--- config.mk ---
export PLATFORM = sky130hd
export DESIGN_NAME = hazard_ctrl
export DESIGN_NICKNAME = d
export VERILOG_FILES = /design/src/rtl/hazard_ctrl.sv
export SDC_FILE = /design/constraint.sdc
export NUM_CORES = 1
export LEC_CHECK = 0
export ABC_AREA = 1
export CAP_MARGIN = 25
export CORE_MARGIN = 2
export CORE_UTILIZATION = 53
export DETAILED_ROUTE_END_ITERATION = 10
export GPL_TIMING_DRIVEN = 0
export PLACE_DENSITY = 0.87
export SLEW_MARGIN = 20
export SYNTH_ARGS = -nofsm -noshare
export SYNTH_HDL_FRONTEND = slang
export SYNTH_SLANG_ARGS = --single-unit
--- constraint.sdc ---
create_clock -name clk -period 5.48 [get_ports clk]
set_input_delay 1.096 -clock clk [delete_from_list [all_inputs] [get_ports clk]]
set_output_delay 1.096 -clock clk [all_outputs]
set_load 0.02 [all_outputs]
--- src/rtl/hazard_ctrl.sv ---
// Hazard controller for the 5-stage MIPS core: forwarding selects,
// load-use/branch stalls, memory-wait freeze FSM and perf counters.
module hazard_ctrl #(
    parameter int MEM_TIMEOUT = 16,
    parameter int CNT_W       = 16
) (
    input  logic             clk,
    input  logic             reset,
    input  logic [4:0]       RsD,
    input  logic [4:0]       RtD,
    input  logic [4:0]       RsE,
    input  logic [4:0]       RtE,
    input  logic [4:0]       WriteRegE,
    input  logic [4:0]       WriteRegM,
    input  logic [4:0]       WriteRegW,
    input  logic             RegWriteE,
    input  logic             RegWriteM,
    input  logic             RegWriteW,
    input  logic             MemtoRegE,
    input  logic             MemtoRegM,
    input  logic             BranchD,
    input  logic             PCSrcD,
    input  logic             MemReqM,
    input  logic             MemReadyM,
    output logic             StallF,
    output logic             StallD,
    output logic             StallE,
    output logic             StallM,
    output logic             FlushD,
    output logic             FlushE,
    output logic [1:0]       ForwardAE,
    output logic [1:0]       ForwardBE,
    output logic             ForwardAD,
    output logic             ForwardBD,
    output logic             MemErr,
    output logic [CNT_W-1:0] StallCycles,
    output logic [CNT_W-1:0] FlushCount
);

    localparam int WAIT_W = $clog2(MEM_TIMEOUT + 1);

    typedef enum logic [1:0] {
        RUN      = 2'd0,
        MEM_WAIT = 2'd1,
        ERROR    = 2'd2
    } state_t;

    state_t            state;
    logic [WAIT_W-1:0] waitCnt;
    logic [WAIT_W-1:0] waitNext;
    logic              lwStall;
    logic              branchStall;
    logic              hz;
    logic              memFreeze;

    // $0 is hardwired zero, so it never creates a dependency
    function automatic logic match(input logic [4:0] a, input logic [4:0] b);
        return (a == b) && (a != 5'd0);
    endfunction

    assign lwStall = MemtoRegE && (match(RtE, RsD) || match(RtE, RtD));

    assign branchStall = BranchD &&
        ((RegWriteE && (match(WriteRegE, RsD) || match(WriteRegE, RtD))) ||
         (MemtoRegM && (match(WriteRegM, RsD) || match(WriteRegM, RtD))));

    assign hz = lwStall || branchStall;

    assign memFreeze = (state == RUN && MemReqM && !MemReadyM) ||
                       (state == MEM_WAIT && !MemReadyM);

    assign waitNext = waitCnt + WAIT_W'(1);

    // Forwarding selects; the younger M result beats W
    always_comb begin
        ForwardAE = 2'b00;
        ForwardBE = 2'b00;
        ForwardAD = 1'b0;
        ForwardBD = 1'b0;
        if (!reset) begin
            if (RegWriteM && match(WriteRegM, RsE))
                ForwardAE = 2'b10;
            else if (RegWriteW && match(WriteRegW, RsE))
                ForwardAE = 2'b01;
            if (RegWriteM && match(WriteRegM, RtE))
                ForwardBE = 2'b10;
            else if (RegWriteW && match(WriteRegW, RtE))
                ForwardBE = 2'b01;
            ForwardAD = RegWriteM && match(WriteRegM, RsD);
            ForwardBD = RegWriteM && match(WriteRegM, RtD);
        end
    end

    // Stall/flush decode: reset, then error/memory freeze, then hazards
    always_comb begin
        StallF = 1'b0;
        StallD = 1'b0;
        StallE = 1'b0;
        StallM = 1'b0;
        FlushD = 1'b0;
        FlushE = 1'b0;
        priority case (1'b1)
            reset: begin
                FlushD = 1'b1;
                FlushE = 1'b1;
            end
            (state == ERROR), memFreeze: begin
                StallF = 1'b1;
                StallD = 1'b1;
                StallE = 1'b1;
                StallM = 1'b1;
            end
            default: begin
                StallF = hz;
                StallD = hz;
                FlushE = hz;
                FlushD = PCSrcD && !hz;
            end
        endcase
    end

    // Memory-wait FSM with timeout into a sticky error state
    always_ff @(posedge clk or posedge reset) begin
        if (reset) begin
            state   <= RUN;
            waitCnt <= '0;
            MemErr  <= 1'b0;
        end else begin
            case (state)
                RUN: begin
                    if (MemReqM && !MemReadyM) begin
                        state   <= MEM_WAIT;
                        waitCnt <= WAIT_W'(1);
                    end
                end
                MEM_WAIT: begin
                    if (MemReadyM) begin
                        state   <= RUN;
                        waitCnt <= '0;
                    end else if (waitNext >= WAIT_W'(MEM_TIMEOUT)) begin
                        state   <= ERROR;
                        waitCnt <= WAIT_W'(MEM_TIMEOUT);
                        MemErr  <= 1'b1;
                    end else begin
                        waitCnt <= waitNext;
                    end
                end
                ERROR: state <= ERROR;
                default: begin
                    state   <= RUN;
                    waitCnt <= '0;
                end
            endcase
        end
    end

    // Saturating performance counters
    always_ff @(posedge clk or posedge reset) begin
        if (reset) begin
            StallCycles <= '0;
            FlushCount  <= '0;
        end else begin
            if (StallF && StallCycles != '1)
                StallCycles <= StallCycles + CNT_W'(1);
            if ((FlushD || FlushE) && FlushCount != '1)
                FlushCount <= FlushCount + CNT_W'(1);
        end
    end

endmodule

==> impl_metrics.ini, run 1 <==
[outcome]
status = finished, final reports clean

[logic_synthesis]
ys_seq_area_frac = 0.308
synth_flop_cell = dfrtp_1
synth_edf_count = 0
synth_top_area_cell = dfrtp_1
synth_area_um2 = 3250
synthArstFlopShare = 1.00
avgSynthCellArea_um2 = 7.05
yosysUniqueCellTypes = 35
yosysWarnings = 0
synth_seq_cells = 40
synth.area.top_cells = dfrtp_1 (31%), nand2_1 (15%), xor2_1 (9.7%)
synth_top_area_share = 0.308
syn_nets = 510
synthCells = 461

[clock_tree]
clkTransAtPathRegs_ns = 0.08
h-tree-depth = 2
cts_buffers = 5
clk_path_buf_depth = 2
post_cts_buffers = 0
root_buffer = clkbuf_8
hold_buffers = 0
worstSkewPairLatency_ns = 0.29
cts_sinks = 40
cts_tree = done
ctsResizeCount = 0

[setup_path]
cp_max_fo = 11
slowest_delay_ns = 0.62
critPathCaptureType = primary output
arrival_ns = 3.61
crit_top_cell = nand2_1
cp_cell_sequence = clkdlybuf4s50_1 -> inv_2 -> nand3b_4 -> nor2_4 -> nor2_1 -> nand2_1 -> nand2_1 -> nand2_1 -> nand2_2 -> nand2_4 -> a31oi_4 -> buf_6 -> buf_4 -> clkdlybuf4s50_1
crit_required_ns = 4.38
start_kind = primary input
cp_slowest_cell = clkdlybuf4s50_1
crit_type = primary input to primary output

[timing]
skew_ns = 0.00893
drv_slew = 0
fin_crit_sh = 0.859
fmax_ghz = 0.213
tightest_slew_ns = 0.503
finalCriticalPeriod_ns = 4.70
relSlewSlack = 0.665
tns_ns = 0
rsz0062_at_grt = false
finalSetupViolCount = 0
setup_slack_ns = 0.775
finalHoldViolations = 0

[run]
maxCapViolations = 0

[grt]
antenna_found_initial = 0
grt_use_total = 0.251
grt_max_degree = 24
overflow = 0
grt_first_pass_wirelength_um = 13400
grt_pass1_vias = 3032

[floorplan]
core_um2 = 5920
fp.dieArea_um2 = 6770
die_w_um = 82.3
initial_core_util = 0.549
rows = 28
fp.dieH_um = 82.3
ios = 91

[finish]
finish.utilization = 0.728
seq_area_um2 = 1000
final_cell_area_um2 = 4310
synthToLayoutAreaGrowth_pct = 32.6
antenna_cells = 0
drive_gt1_frac = 0.0814
nets = 601
final_cell_mix = nand2_1 (130), clkdlybuf4s50_1 (83), nand3_1 (55)
final_common_cell = nand2_1
multiInputGateArea_um2 = 1930
n_fill_cell = 469

[routing]
wire_per_inst_um = 13.2
vias = 3290
drt_wl_total_um = 8270
dr.pass1.iters = 4
drtIter0Drc = 194
avgViaCountPerCell = 5.24
drc = 0
ant_nets = 0

[power_and_ir_drop]
power.density_nw_per_um2 = 211
vdd_ir_drop_max_uv = 174
power_w = 0.000910
power_leakage_nw = 2.06

[min_path]
hold_path_class = flip-flop to flip-flop

[place]
place_congestion = 0.917
place_ws_ns = 0.787
port_buffers = 83
dp_hpwl_um = 6550
place_area_um2 = 4200
## stage by stage
stage          hold slack [ns]  std cells
4_1_cts                  0.480        628
5_1_grt                  0.499        628
2_1_floorplan            0.469        461
3_3_place_gp             0.460        619
6_report                 0.476        628
3_5_place_dp             0.450        620
## report_power, final
part | internal, W | switching (W)
registers | 0.000325 | 0.0000416
logic | 0.000148 | 0.000157
clock network | 0.000135 | 0.000104
## per-layer routing
| layer | GRT usage | wire length (um) | share of wire |
|---|---|---|---|
| met5 | 0 | 0 | 0 |
| met1 | 0.309 | 3500 | 0.42 |
| met4 | 0.0683 | 131 | 0.016 |
| met2 | 0.452 | 4250 | 0.51 |
| met3 | 0.0370 | 378 | 0.046 |
## sequential cells by signal (all words and copies together), names as in the netlist
| signal | flops |
|---|---|
| MemErr | 1 |
| state | 2 |
| FlushCount | 16 |
| waitCnt | 5 |
| StallCycles | 16 |
## worst max-delay path, delay by kind of cell
| kind | cells | cell delay [ns] |
|---|---|---|
| AOI/OAI and AO/OA | 1 | 0.30 |
| and+or+nand+nor | 8 | 0.60 |
| buffers and inverters | 5 | 1.62 |
## path summary, 6_finish.rpt
kind	endpoint	depth (start not counted)	slack (ns)	start
worst max-delay path	StallF	14	0.78	WriteRegM[3]
min in group asynchronous	FlushCount[12]	2	1.05	reset
worst min-delay path	MemErr	2	0.48	MemErr
worst max register to register	FlushCount[9]	11	3.23	FlushCount[1]
worst min register to register	MemErr	2	0.48	MemErr
max in group asynchronous	FlushCount[5]	3	3.96	reset
## synthesized netlist by cell type (4+ instances only)
cell,count
a21oi_1,4
xnor2_1,25
nor3_1,13
nor2_1,40
dfrtp_1,40
nor4_1,5
buf_6,6
nand2_2,7
clkbuf_1,4
nand2_1,130
inv_1,50
nand4_1,7
xor2_1,36
o21ai_0,4
buf_2,5
nand3_1,55
## layout make-up
class	instances	area share
sequential	40	0.232
tap	75	0.0218
buffer	17	0.0285
inverter	53	0.0462
multi-input combinational	351	0.447
clock buffer	6	0.0168
timing repair buffer	84	0.199
clock inverter	2	0.00813
## cells by family after synthesis
group,Yosys count,synth area share
XOR/XNOR,61,0.164
AO/OA/AOI/OAI,18,0.0408
flip-flops,40,0.308
AND/OR/NAND/NOR,269,0.376
buffers and inverters,70,0.0990
adder cells (fa/ha/maj),3,0.0116
Power figures use the tool's default switching activity.
==> inputs of run 2 (changes only) <==
- CTS_CLUSTER_SIZE: unset -> 14
==> results of run 2 <==
Same layout as run 1: the final DEF is identical, and so are final timing and power.
==> inputs of run 3 (changes only) <==
- clock period: 5.48 -> 5.6 ns (I/O delays scaled with it)
==> results of run 3 <==
Same layout as run 1 (identical final DEF). Status: finished, final reports clean.
Main changes from that run: setup slack after placement 0.787 ns -> 0.859 ns; setup slack after layout 0.775 ns -> 0.847 ns; register-to-register setup slack 3.23 ns -> 3.35 ns; total power 0.000910 W -> 0.000890 W; worst IR drop on VDD 174 uV -> 171 uV
